<file path="src/rtl/fp_pkg.sv">
// Shared floating-point definitions for the pipelined multiplier and the planned adder.
// Holds default field widths, packed-field bit positions and result-class codes.
package fp_pkg;

  localparam int unsigned FP_EXP_W = 8;
  localparam int unsigned FP_MAN_W = 18;
  localparam int unsigned FP_BIAS  = 2 ** (FP_EXP_W - 1) - 1;
  localparam int unsigned FP_TAG_W = 4;
  localparam int unsigned FP_W     = 1 + FP_EXP_W + FP_MAN_W;

  // Bit positions inside a packed {sign, exp, man} word
  localparam int unsigned FP_SIGN_IDX = FP_W - 1;
  localparam int unsigned FP_EXP_MSB  = FP_W - 2;
  localparam int unsigned FP_EXP_LSB  = FP_MAN_W;
  localparam int unsigned FP_MAN_MSB  = FP_MAN_W - 1;

  typedef enum logic [1:0] {
    CLS_NORMAL = 2'd0,
    CLS_ZERO   = 2'd1,
    CLS_OVF    = 2'd2,
    CLS_UF     = 2'd3
  } fp_cls_e;

endpackage

</file>
<file path="src/rtl/fp_mul_pipe_if.sv">
// Operand/result handshake bundle for fp_mul_pipe.
// master drives operands and result ready; slave is the multiplier.
interface fp_mul_pipe_if #(
  parameter int unsigned EXP_W = fp_pkg::FP_EXP_W,
  parameter int unsigned MAN_W = fp_pkg::FP_MAN_W,
  parameter int unsigned TAG_W = fp_pkg::FP_TAG_W
) ();

  localparam int unsigned W = 1 + EXP_W + MAN_W;

  logic             in_valid;
  logic             in_ready;
  logic [W-1:0]     in_a;
  logic [W-1:0]     in_b;
  logic [TAG_W-1:0] in_tag;
  logic             out_valid;
  logic             out_ready;
  logic [W-1:0]     out_res;
  logic [TAG_W-1:0] out_tag;
  logic             out_ovf;
  logic             out_uf;

  modport master (
    output in_valid, in_a, in_b, in_tag, out_ready,
    input  in_ready, out_valid, out_res, out_tag, out_ovf, out_uf
  );

  modport slave (
    input  in_valid, in_a, in_b, in_tag, out_ready,
    output in_ready, out_valid, out_res, out_tag, out_ovf, out_uf
  );

endinterface

</file>
<file path="src/rtl/fp_round_norm.sv">
// Combinational normalise, round-to-nearest-even and exception packing of a raw
// significand product; shared between the multiplier and the future adder.
module fp_round_norm
  import fp_pkg::*;
#(
  parameter int unsigned EXP_W = FP_EXP_W,
  parameter int unsigned MAN_W = FP_MAN_W
) (
  input  logic                        sign,
  input  logic                        zero,
  input  logic signed [EXP_W+1:0]     exp_in,
  input  logic        [2*MAN_W+1:0]   prod,
  output logic        [EXP_W+MAN_W:0] res,
  output fp_cls_e                     cls
);

  localparam int unsigned P_W   = 2 * MAN_W + 2;
  localparam int unsigned EW    = EXP_W + 3;
  localparam int signed   E_MAX = (1 << EXP_W) - 1;

  logic [MAN_W-1:0]     man_t;
  logic [MAN_W:0]       man_r;
  logic                 guard;
  logic                 sticky;
  logic signed [EW-1:0] e_n;
  logic signed [EW-1:0] e_r;

  always_comb begin
    man_t  = '0;
    guard  = 1'b0;
    sticky = 1'b0;
    e_n    = EW'(exp_in);
    // Product lies in [1,4): a set MSB means the binary point moves one place
    if (prod[P_W-1]) begin
      man_t  = prod[P_W-2 -: MAN_W];
      guard  = prod[MAN_W];
      sticky = |prod[MAN_W-1:0];
      e_n    = EW'(exp_in) + EW'(1);
    end else begin
      man_t  = prod[P_W-3 -: MAN_W];
      guard  = prod[MAN_W-1];
      sticky = |prod[MAN_W-2:0];
    end
    man_r = {1'b0, man_t} + (MAN_W+1)'(guard & (sticky | man_t[0]));
    e_r   = man_r[MAN_W] ? (e_n + EW'(1)) : e_n;

    res = {sign, e_r[EXP_W-1:0], man_r[MAN_W-1:0]};
    cls = CLS_NORMAL;
    if (zero) begin
      res = {sign, (EXP_W+MAN_W)'(0)};
      cls = CLS_ZERO;
    end else if (e_r > EW'(E_MAX)) begin
      res = {sign, {(EXP_W+MAN_W){1'b1}}};
      cls = CLS_OVF;
    end else if (e_r <= EW'(0)) begin
      res = {sign, (EXP_W+MAN_W)'(0)};
      cls = CLS_UF;
    end
  end

endmodule

</file>
<file path="src/rtl/fp_mul_pipe.sv">
// Three-stage pipelined floating-point multiplier with valid/ready backpressure,
// RNE rounding, overflow saturation, underflow flush and a sideband tag.
module fp_mul_pipe
  import fp_pkg::*;
#(
  parameter int unsigned EXP_W = FP_EXP_W,
  parameter int unsigned MAN_W = FP_MAN_W,
  parameter int unsigned BIAS  = 2 ** (EXP_W - 1) - 1,
  parameter int unsigned TAG_W = FP_TAG_W
) (
  input  logic        clk,
  input  logic        reset_n,
  fp_mul_pipe_if.slave bus
);

  localparam int unsigned W     = 1 + EXP_W + MAN_W;
  localparam int unsigned SIG_W = MAN_W + 1;
  localparam int unsigned P_W   = 2 * MAN_W + 2;
  localparam int unsigned E_W   = EXP_W + 2;

  logic                  en;
  logic                  v1, v2, v3;
  logic [EXP_W-1:0]      ea, eb;

  logic                  s1_sign, s1_zero;
  logic signed [E_W-1:0] s1_e;
  logic [SIG_W-1:0]      s1_sa, s1_sb;
  logic [TAG_W-1:0]      s1_tag;

  logic                  s2_sign, s2_zero;
  logic signed [E_W-1:0] s2_e;
  logic [P_W-1:0]        s2_p;
  logic [TAG_W-1:0]      s2_tag;

  logic [W-1:0]          rn_res;
  fp_cls_e               rn_cls;
  logic [W-1:0]          res_q;
  logic [TAG_W-1:0]      tag_q;
  logic                  ovf_q, uf_q;

  // The whole pipe advances together unless a finished result is blocked
  assign en           = !v3 || bus.out_ready;
  assign bus.in_ready = en;
  assign ea           = bus.in_a[W-2 -: EXP_W];
  assign eb           = bus.in_b[W-2 -: EXP_W];

  // Stage 1: unpack, sign, zero detect, biased exponent sum
  always_ff @(posedge clk or negedge reset_n) begin
    if (!reset_n) begin
      v1      <= 1'b0;
      s1_sign <= 1'b0;
      s1_zero <= 1'b0;
      s1_e    <= '0;
      s1_sa   <= '0;
      s1_sb   <= '0;
      s1_tag  <= '0;
    end else if (en) begin
      v1      <= bus.in_valid;
      s1_sign <= bus.in_a[W-1] ^ bus.in_b[W-1];
      s1_zero <= (ea == '0) || (eb == '0);
      s1_e    <= signed'(E_W'(ea) + E_W'(eb) - E_W'(BIAS));
      s1_sa   <= {1'b1, bus.in_a[MAN_W-1:0]};
      s1_sb   <= {1'b1, bus.in_b[MAN_W-1:0]};
      s1_tag  <= bus.in_tag;
    end
  end

  // Stage 2: significand product
  always_ff @(posedge clk or negedge reset_n) begin
    if (!reset_n) begin
      v2      <= 1'b0;
      s2_sign <= 1'b0;
      s2_zero <= 1'b0;
      s2_e    <= '0;
      s2_p    <= '0;
      s2_tag  <= '0;
    end else if (en) begin
      v2      <= v1;
      s2_sign <= s1_sign;
      s2_zero <= s1_zero;
      s2_e    <= s1_e;
      s2_p    <= P_W'(s1_sa) * P_W'(s1_sb);
      s2_tag  <= s1_tag;
    end
  end

  fp_round_norm #(
    .EXP_W (EXP_W),
    .MAN_W (MAN_W)
  ) u_round_norm (
    .sign   (s2_sign),
    .zero   (s2_zero),
    .exp_in (s2_e),
    .prod   (s2_p),
    .res    (rn_res),
    .cls    (rn_cls)
  );

  // Stage 3: registered result
  always_ff @(posedge clk or negedge reset_n) begin
    if (!reset_n) begin
      v3    <= 1'b0;
      res_q <= '0;
      tag_q <= '0;
      ovf_q <= 1'b0;
      uf_q  <= 1'b0;
    end else if (en) begin
      v3    <= v2;
      res_q <= rn_res;
      tag_q <= s2_tag;
      ovf_q <= (rn_cls == CLS_OVF);
      uf_q  <= (rn_cls == CLS_UF);
    end
  end

  assign bus.out_valid = v3;
  assign bus.out_res   = res_q;
  assign bus.out_tag   = tag_q;
  assign bus.out_ovf   = ovf_q;
  assign bus.out_uf    = uf_q;

endmodule

</file>
<file path="src/flat_wrapper.sv">
// flat-port wrapper written by rule: the top's interface ports become plain ports
module fp_mul_pipe_flat import fp_pkg::*;
#(
  parameter int unsigned EXP_W = FP_EXP_W,
  parameter int unsigned MAN_W = FP_MAN_W,
  parameter int unsigned BIAS  = 2 ** (EXP_W - 1) - 1,
  parameter int unsigned TAG_W = FP_TAG_W
)
  (clk, reset_n, bus_in_valid, bus_in_a, bus_in_b, bus_in_tag, bus_out_ready, bus_in_ready, bus_out_valid, bus_out_res, bus_out_tag, bus_out_ovf, bus_out_uf);
  fp_mul_pipe_if #(.EXP_W(EXP_W), .MAN_W(MAN_W), .TAG_W(TAG_W)) bus_i ();
  input  logic clk;
  input  logic reset_n;
  input wire logic [$bits(bus_i.in_valid)-1:0] bus_in_valid;
  input wire logic [$bits(bus_i.in_a)-1:0] bus_in_a;
  input wire logic [$bits(bus_i.in_b)-1:0] bus_in_b;
  input wire logic [$bits(bus_i.in_tag)-1:0] bus_in_tag;
  input wire logic [$bits(bus_i.out_ready)-1:0] bus_out_ready;
  output wire logic [$bits(bus_i.in_ready)-1:0] bus_in_ready;
  output wire logic [$bits(bus_i.out_valid)-1:0] bus_out_valid;
  output wire logic [$bits(bus_i.out_res)-1:0] bus_out_res;
  output wire logic [$bits(bus_i.out_tag)-1:0] bus_out_tag;
  output wire logic [$bits(bus_i.out_ovf)-1:0] bus_out_ovf;
  output wire logic [$bits(bus_i.out_uf)-1:0] bus_out_uf;
  assign bus_i.in_valid = bus_in_valid;
  assign bus_i.in_a = bus_in_a;
  assign bus_i.in_b = bus_in_b;
  assign bus_i.in_tag = bus_in_tag;
  assign bus_i.out_ready = bus_out_ready;
  assign bus_in_ready = bus_i.in_ready;
  assign bus_out_valid = bus_i.out_valid;
  assign bus_out_res = bus_i.out_res;
  assign bus_out_tag = bus_i.out_tag;
  assign bus_out_ovf = bus_i.out_ovf;
  assign bus_out_uf = bus_i.out_uf;
  fp_mul_pipe #(.EXP_W(EXP_W), .MAN_W(MAN_W), .BIAS(BIAS), .TAG_W(TAG_W)) u_core (.clk(clk), .reset_n(reset_n), .bus(bus_i));
endmodule
</file>
<file path="config.mk">
export PLATFORM = sky130hd
export DESIGN_NAME = fp_mul_pipe_flat
export DESIGN_NICKNAME = d
export VERILOG_FILES = /design/src/rtl/fp_pkg.sv /design/src/rtl/fp_mul_pipe_if.sv /design/src/rtl/fp_round_norm.sv /design/src/rtl/fp_mul_pipe.sv /design/src/flat_wrapper.sv
export SDC_FILE = /design/constraint.sdc
export NUM_CORES = 1
export LEC_CHECK = 0
export BUFFER_PORTS_ARGS = -buffer_cell sky130_fd_sc_hd__buf_2
export CAP_MARGIN = 20
export CORE_MARGIN = 1.5
export CORE_UTILIZATION = 51
export CTS_BUF_LIST = sky130_fd_sc_hd__clkbuf_8
export CTS_CLUSTER_SIZE = 40
export DETAILED_ROUTE_END_ITERATION = 10
export GPL_TIMING_DRIVEN = 0
export MAX_ROUTING_LAYER = met4
export PLACE_DENSITY = 0.71
export RECOVER_POWER = 100
export SLEW_MARGIN = 30
export SYNTH_ARGS = -nofsm -noshare
export SYNTH_HDL_FRONTEND = slang
export SYNTH_SLANG_ARGS = --single-unit
</file>
<file path="constraint.sdc">
create_clock -name clk -period 5.81 [get_ports clk]
set_input_delay 1.162 -clock clk [delete_from_list [all_inputs] [get_ports clk]]
set_output_delay 1.162 -clock clk [all_outputs]
set_load 0.05 [all_outputs]
</file>
# [Word-level counts from Yosys, hierarchy flattened]
# Index checks and enable logic that the tools add are counted.
[totals] ff_bits=144 in_bits=62 out_inout_bits=35 wordCells=49
[op_classes] n_addsub=5 multipliers=1 order_cmp=2 eq_ne=2 n_mux=11 n_bitwise=3 n_reduce_logical=7
[ops] operator="26-bit two-way mux" n=3
[ops] operator="19-bit by 19-bit multiplier with 38-bit output" n=1
[ops] operator="11-bit two-way mux" n=2
[ops] operator="18-bit by 1-bit adder with 19-bit output" n=1
[ops] operator="18-bit two-way mux" n=1
[ops] operator="18-bit OR reduction" n=1
[ops] operator="17-bit OR reduction" n=1
[ops] operator="8-bit zero test" n=2
[ops] operator="10-bit by 2-bit adder with 11-bit output (second input constant)" n=1
[ops] operator="11-bit by 2-bit adder with 11-bit output (second input constant)" n=1
[ops] operator="11-bit by 9-bit greater-than comparator with 1-bit output (second input constant)" n=1
[ops] operator="11-bit by 1-bit <= comparator with 1-bit output (second input constant)" n=1
[ops] operator="10-bit by 7-bit subtractor with 10-bit output (second input constant)" n=1
[ops] operator="8-bit by 8-bit adder with 9-bit output" n=1
[ops] operator="2-bit two-way mux" n=3
[ops] operator="2-bit == test (second input constant)" n=2
[ops] operator="1-bit logical OR" n=2
[ops] operator="1-bit two-way mux" n=2
[ops] operator="1-bit bitwise AND" n=1
[ops] operator="1-bit zero test" n=1
[ops] operator="1-bit bitwise OR" n=1
[ops] operator="1-bit bitwise XOR" n=1

# [Logic depth before layout (Yosys ltp)]
# Gate-level depths: netlist of the first run.
[logic_depth] word_depth=11 depth_mapped=24 mapped_depth_nobuf=22

# [Modules after synthesis]
# A second synthesis of the first run with hierarchy kept.
[unflattened] cells_unflattened=2325 area_unflattened_um2=19942.9
[by_module_without_submodules] mod="fp_mul_pipe" n_inst=1 cells_each=2043 area_each_um2=17845.9 seq_area_each_um2=3578.4
[by_module_without_submodules] mod="fp_round_norm" n_inst=1 cells_each=282 area_each_um2=2097.0 seq_area_each_um2=0.0

# [Least setup slack after synthesis of the first run]
# OpenSTA, ideal clock, no wires.
[synth_path] path_type="flip-flop to flip-flop" from="reg u_core.s1_sb[18]" to="reg u_core.s2_p[30]" setup_ns=0.116 arrival_ns=6.053 required_ns=5.694 slack_ns=-0.358 stages_incl_launch_ff=22 n_path_buf=2 period_less_slack_ns=6.168 cell_sequence="dfrtp_1 clkbuf_1 clkbuf_1 nand2_1 fa_1 fa_1 fa_1 inv_1 fa_1 fa_1 inv_1 fa_1 inv_1 ha_1 and3_1 and2_0 a221oi_1 o31ai_1 a31o_2 a21o_1 a2111o_1 o311ai_0"
[synth_between] elab_chain_cells=1
[synth_lines] item="start: declaration" line="fp_mul_pipe.sv:27" rtl="logic [SIG_W-1:0] s1_sa, s1_sb;"
[synth_lines] item="start signal: assignment" line="fp_mul_pipe.sv:63" rtl="s1_sb <= {1'b1, bus.in_b[MAN_W-1:0]};"
[synth_lines] item="19-bit by 19-bit multiplier with 38-bit output" line="fp_mul_pipe.sv:82" rtl="s2_p <= P_W'(s1_sa) * P_W'(s1_sb);"
[synth_lines] item="end signal: assignment" line="fp_mul_pipe.sv:82"
[synth_lines] item="end: declaration" line="fp_mul_pipe.sv:32" rtl="logic [P_W-1:0] s2_p;"
# Every way passes these cells.
# A chain may end at the register's enable or synchronous reset.

# [Final worst setup path of the first run]
[layout_path] from="reg u_core.s1_sb[18]" to="reg u_core.s2_p[37]"
# Same word-level chain as after synthesis.

==> qor.yml, run 1 <==
run_status:
  outcome: "complete, but fails checks"
  violations: "capacitance limit, slew limit, setup timing"
layout:
  drive_above_1_share: 0.151
  finalNetCount: 2848
  final_cell_mix: "nand2_1 (439), inv_1 (357), fa_1 (267), and2_1 (189), dfrtp_1 (142)"
  multiInputGateArea_um2: 14400
  register_area_um2: 3580
  fillers: 3205
  layout_commonest_cell: "nand2_1"
  area_growth_syn_to_layout_pct: 15.1
synth:
  synth_nets: 2694
  yosys.area_share.simple: 0.205
  synth_edf_count: 0
  yosys-top-cells-area: "fa_1 (30%), dfrtp_1 (19%), ha_1 (8.8%), nand2_1 (8.6%), inv_1 (7.3%)"
  synthArstFlopShare: 1.00
  synth_cell_types: 66
  synth_ff_type: "dfrtp_1"
  ys_ff_latch: 143
  synth-xor-area-share: 0.0342
  synthAdderAreaFrac: 0.389
  ys_seq_area_frac: 0.186
  syn_avg_cell_area_um2: 8.69
  synth.area.mux_share: 0.0114
  yosys.area.top_type: "fa_1"
  yosysWarnings: 0
  syn_area_um2: 19200
  synthCells: 2208
  synth_top_family_by_area: "adder cells"
  synth_compound_area_frac: 0.0731
  yosysTopAreaCellShare: 0.301
floorplanning:
  ios: 97
  die_h_um: 197
  fp.dieW_um: 197
  num_rows: 70
  core-area_um2: 36900
  start_util: 0.521
  die-area_um2: 38800
sta:
  setup_tns_ns: -0.925
  report.final.setup_viol: 10
  clock_skew_ns: 0.0327
  min_period_over_period: 1.04
  hold_ws_ns: 0.464
  slew_viol_final: 146
  worst_slack_ns: -0.223
  rsz0062_at_grt: "yes"
  max_freq_mhz: 166
  period_minus_slack_ns: 6.03
  tightestPinTransition_ns: 3.01
  finalHoldViolCount: 0
  relSlewSlack: -1.00
global_route:
  grt_pass1_vias: 16200
  grt_pass1_wl_mm: 86.2
  grt_max_degree: 91
  track_usage: 0.301
  antenna_found_initial: 0
  grt_overflow: 0
clocking:
  clock_path_buffers: 2
  clk_pin_slew_ns: 0.09
  hold_buffers: 0
  cts_tree: "yes"
  cts_made_buffers: 17
  clkSinkCount: 143
  clk_latency_ns: 0.51
  clockRootBuffer: "clkbuf_8"
  htree_levels: 4
critical_path:
  worst_ep_arrival_time_ns: 6.40
  worst_setup_path_start_kind: "flop"
  setup.worst_path.class: "reg2reg"
  cp_slowest_cell: "fa_1"
  path_max_fanout: 10
  end_kind: "flop"
  max_stage_delay_ns: 0.56
  crit_required_ns: 6.18
  crit_top_cell: "fa_1"
  crit_chain: "buf_8 -> clkbuf_8 -> nand2_1 -> fa_1 -> inv_1 -> fa_1 -> inv_1 -> fa_1 -> fa_1 -> inv_1 -> fa_1 -> ha_1 -> ha_4 -> nand2_1 -> nor3_4 -> o211ai_1 -> and4b_2 -> nor3_4 -> buf_6 -> o31ai_4 -> xnor2_2 -> a21oi_1"
drt:
  vias: 15800
  ant_nets: 0
  avgViaCountPerCell: 5.50
  drt_iter0_markers: 1071
  drcViolationCount: 0
  wl_met1_mm: 23.4
  top_layer: "met4"
  wire_per_inst_um: 19.0
  firstDrtPassIters: 5
  wl_met3_mm: 3.76
  finalWirelength_mm: 54.8
  met2_length_mm: 25.9
place:
  routabilityCongestion: 0.938
  post-dp-hpwl_mm: 43.1
  port-buffer-count: 96
flow_run:
  cap_violations: 2
worst_hold_path:
  hold_path_class: "reg2reg"
[per-layer routing]
metal / GRT usage / vias up
li1: - / 7135
met1: 0.406 / 8011
met2: 0.469 / 566
met3: 0.0449 / 114
met4: 0.102 / 0
met5: - / -
[through the flow]
step / std cells / utilization / instance area (um2) / setup slack [ns]
global route: 2878 / 0.599 / 22100 / -0.379
global placement: 2808 / 0.553 / 20400 / -0.924
CTS: 2858 / 0.586 / 21600 / -0.164
finish: 2880 / 0.600 / 22100 / -0.223
detailed placement: 2809 / 0.554 / 20400 / -0.964
floorplan: 2208 / - / 19300 / 0.00442
[final timing paths]
check / startpoint / end / slack, ns / cells after the start
hold / removal: u_core.v2 / u_core.v2 / 0.46 / 2
hold reg to reg: u_core.v2 / u_core.v2 / 0.46 / 2
setup / recovery: u_core.s1_sb[18] / u_core.s2_p[37] / -0.22 / 22
setup reg to reg: u_core.s1_sb[18] / u_core.s2_p[37] / -0.22 / 22
min in group asynchronous: reset_n / u_core.s1_e[4] / 1.66 / 1
max in group asynchronous: reset_n / u_core.s1_e[2] / 0.73 / 2
[worst max-delay path, delay by kind of cell, from the launching register on]
family	cells	cell delay, ns
flip-flops	1	0.40
AND/OR/NAND/NOR	5	0.86
AO/OA/AOI/OAI	3	0.48
adder cells (fa/ha/maj)	7	3.36
XOR/XNOR	1	0.19
buffers and inverters	6	0.63
[flip-flops by register name (all words and copies together) (netlist names), 4 cells and up]
name                cells
u_core.bus.out_res     27
u_core.s1_sb           19
u_core.s2_e            10
u_core.s2_p            38
u_core.s2_tag           4
u_core.s1_tag           4
u_core.s1_e            10
u_core.s1_sa           18
u_core.bus.out_tag      4
[synthesized netlist by cell type, types with 3 or more instances]
library cell,count
a31oi_1,10
or2_2,3
xnor2_1,45
clkbuf_1,116
ha_1,135
or3_1,3
o31ai_1,5
and3b_1,3
inv_1,371
mux2_2,7
buf_1,6
o21ai_0,46
nor3_1,16
fa_1,289
xor2_1,30
a221o_1,19
nand4_1,10
o21a_1,7
dfrtp_1,143
and3_1,17
mux2i_1,14
a31o_2,5
buf_2,8
nor2b_1,6
a211oi_1,7
nand2b_1,5
o211ai_1,7
a21o_1,17
o21bai_1,4
nor4_1,11
a21oi_1,62
nor2_1,59
nor3b_1,6
nand4b_1,3
nand3_1,28
nand2_1,442
a41oi_1,3
and2_1,202
buf_6,3
[timing repair]
item / CTS / global route
pin swaps: 39 / 79
setup buffers: 23 / 19
resized for setup: 187 / 155
cloned: 0 / 1
endpoints found under the setup margin: 22 / 19
[layout make-up]
| class | count | share of cell area |
|---|---|---|
| tap | 504 | 0.0285 |
| multi-input combinational | 1561 | 0.651 |
| clock buffer | 20 | 0.0125 |
| timing repair buffer | 140 | 0.0361 |
| inverter | 371 | 0.0630 |
| clock inverter | 11 | 0.00589 |
| antenna | 2 | 0.000226 |
| buffer | 128 | 0.0409 |
| sequential | 143 | 0.162 |
[kinds of logic (layout without fill, tap and decap cells)]
| logic type | after synthesis | count (layout) |
|---|---|---|
| XOR/XNOR | 75 | 75 |
| flip-flops | 143 | 143 |
| AND/OR/NAND/NOR | 828 | 828 |
| AO/OA/AOI/OAI | 213 | 213 |
| other | 0 | 2 |
| multiplexers | 21 | 21 |
| adder cells (fa/ha/maj) | 424 | 424 |
| buffers and inverters | 504 | 670 |
Power of run 1 is left out: the tool's default activity adds up to more than one toggle a clock period on the data nets, which glitch-free logic cannot reach.
==> inputs of run 2 (changes only) <==
Settings changed: CELL_PAD_IN_SITES_DETAIL_PLACEMENT set to 0, CELL_PAD_IN_SITES_GLOBAL_PLACEMENT set to 1, CORE_MARGIN 1.5 to unset, CORE_UTILIZATION 51 to 45, PLACE_DENSITY 0.71 to unset, PLACE_DENSITY_LB_ADDON set to 0.1.
==> qor.yml, run 2 (synthesis results as in run 1) <==
floorplanning:
  start_util: 0.457  # -0.0640
  fp.dieW_um: 209  # +5.9%
  die_h_um: 209  # +5.9%
  ios: 97  # unchanged
  die-area_um2: 43500  # +12%
  num_rows: 75  # +7.1%
  core-area_um2: 42000  # +14%
sta:
  hold_ws_ns: 0.474  # +0.00986 ns
  worst_slack_ns: -0.153  # +0.0699 ns
  slew_viol_final: 66  # -55%
  report.final.setup_viol: 7  # -3
  clock_skew_ns: 0.0154  # -0.0173 ns
  relSlewSlack: -1.47  # -0.462
  min_period_over_period: 1.03  # -0.0120
  max_freq_mhz: 168  # +1.2%
  tightestPinTransition_ns: 3.70  # +0.693 ns
  finalHoldViolCount: 0  # unchanged
  period_minus_slack_ns: 5.96  # -0.0699 ns
  rsz0062_at_grt: "yes"
drt:
  drt_iter0_markers: 930  # -13%
  firstDrtPassIters: 5  # unchanged
  avgViaCountPerCell: 5.33  # -2.9%
  vias: 15700  # -1.0%
  ant_nets: 0  # unchanged
  drcViolationCount: 0  # unchanged
  finalWirelength_mm: 57.6  # +5.1%
  wire_per_inst_um: 19.6  # +3.0%
critical_path:
  path_buf_inv: 6  # unchanged
  setup.worst_path.class: "reg2reg"
  path_max_fanout: 9  # -1
  crit_top_cell: "fa_1"
  critical-path-top-delay-family: "adder cells"
  worst_setup_path_start_kind: "flop"
  cp_slowest_cell: "fa_1"
  regToRegSetupSlack_ns: -0.15  # +0.07 ns
  crit_chain: "buf_8 -> buf_12 -> and2_4 -> fa_1 -> fa_1 -> fa_1 -> inv_2 -> fa_1 -> inv_1 -> fa_1 -> inv_1 -> fa_1 -> inv_2 -> ha_4 -> a21o_1 -> o21a_1 -> a311oi_2 -> a21oi_4 -> nor3_4 -> o31ai_4 -> xnor2_2 -> a21oi_1"
  max_stage_delay_ns: 0.52  # -0.04 ns
  crit_required_ns: 6.21  # +0.03 ns
  setup.worst_path.start: "u_core.s1_sb[18]"
  r2r_cells: 22  # unchanged
  end_kind: "flop"
  r2r_start: "u_core.s1_sb[18]"
  worst_ep_arrival_time_ns: 6.36  # -0.04 ns
  reg2reg_to: "u_core.s2_p[37]"
clocking:
  clkSinkCount: 143  # unchanged
  cts_tree: "yes"
  clk_pin_slew_ns: 0.09  # about the same
  clk_latency_ns: 0.53  # +0.02 ns
  clockRootBuffer: "clkbuf_8"
  clock_path_buffers: 2  # unchanged
  htree_levels: 4  # unchanged
  cts_made_buffers: 17  # unchanged
run_status:
  outcome: "complete, but fails checks"
  violations: "capacitance limit, slew limit, setup timing"
global_route:
  grt.met1_usage: 0.392  # -0.0139
  grt_overflow: 0  # unchanged
  antenna_found_initial: 3  # +3
  grt_use_met3: 0.0349  # -0.0100
  grt_max_degree: 80  # -12%
  top_usage_layer: "met2"
  grt_pass1_wl_mm: 89.6  # +3.9%
  grt_pass1_vias: 15900  # -1.7%
  gr-usage-met2: 0.440  # -0.0286
  track_usage: 0.284  # -0.0175
worst_hold_path:
  holdPathEnd: "u_core.v1"
  min_from: "u_core.v1"
  holdPathStages: 2  # unchanged
  hold_path_class: "reg2reg"
layout:
  drive_above_1_share: 0.159  # +0.00779
  largest_register_ffs: 38  # unchanged
  finalNetCount: 2869  # +0.74%
  multiInputGateArea_um2: 14400  # -0.12%
  layout_commonest_cell: "nand2_1"
  utilization: 0.532  # -0.0677
  fillers: 4058  # +27%
  top_register: "u_core.s2_p"
  area_growth_syn_to_layout_pct: 16.5
  register_area_um2: 3580  # about the same
  final_cell_mix: "nand2_1 (441), inv_1 (354), fa_1 (269), and2_1 (186), dfrtp_1 (143)"
place:
  port-buffer-count: 96  # unchanged
  post-dp-hpwl_mm: 45.4  # +5.2%
  routabilityCongestion: 0.901  # -3.9%
flow_run:
  cap_violations: 1  # -1
==> run 2: cell count changes in the layout (fill, tap and decap cells not counted), moves of 3 or more <==
cell / change
and2_1: -3
buf_12: +4
buf_2: -7
buf_4: +14
clkbuf_2: -6
clkbuf_4: +6
clkbuf_8: +7
inv_1: -3
inv_2: +5
inv_6: +3
nand2_2: -3
==> run 2: through the flow <==
stage	instances	setup slack (ns)	instance area [um2]	TNS, ns
2_1_floorplan	2208	0.00442	19300	0
3_3_place_gp	2843	-1.07	20400	-11.23
3_5_place_dp	2844	-1.08	20500	-11.84
4_1_cts	2914	-0.121	21900	-0.329
5_1_grt	2936	-0.318	22400	-3.14
6_report	2937	-0.153	22400	-0.435
==> run 2: timing repair <==
item                       4_1_cts  5_1_grt
setup buffers                   42       23
pin swaps                       69       59
hold buffers                     0        0
cloned                           1        0
setup endpoints to repair       22       28
gates resized for setup        248      107
==> run 2: worst min-delay path, cell delays in order (launching register included) <==
cell     delay (ns)
dfrtp_1        0.35
nand2_1        0.05
nand2_1        0.05
==> run 2: layout make-up <==
| class | instances | area share |
|---|---|---|
| buffer | 127 | 0.0443 |
| multi-input combinational | 1561 | 0.643 |
| timing repair buffer | 162 | 0.0447 |
| clock buffer | 17 | 0.0105 |
| tap | 539 | 0.0302 |
| clock inverter | 15 | 0.00492 |
| sequential | 143 | 0.160 |
| antenna | 2 | 0.000224 |
| inverter | 371 | 0.0623 |
==> run 2: per-layer routing <==
metal,share of wire,up-vias
met2,0.47,409
li1,-,7167
met4,0.023,0
met3,0.047,77
met1,0.46,8015
met5,0,-
==> run 2: worst max-delay path by stage <==
stage | endpoint | slack [ns] | cells past startpoint
finish | u_core.s2_p[37] | -0.15 | 22
global route | u_core.s2_p[37] | -0.32 | 22
CTS | u_core.s2_p[30] | -0.12 | 18
detailed placement | u_core.s2_p[37] | -1.08 | 22
global placement | u_core.s2_p[37] | -1.07 | 22
floorplan | u_core.s2_p[30] | 0.004 | 19
Power of run 2 is left out for the same reason.
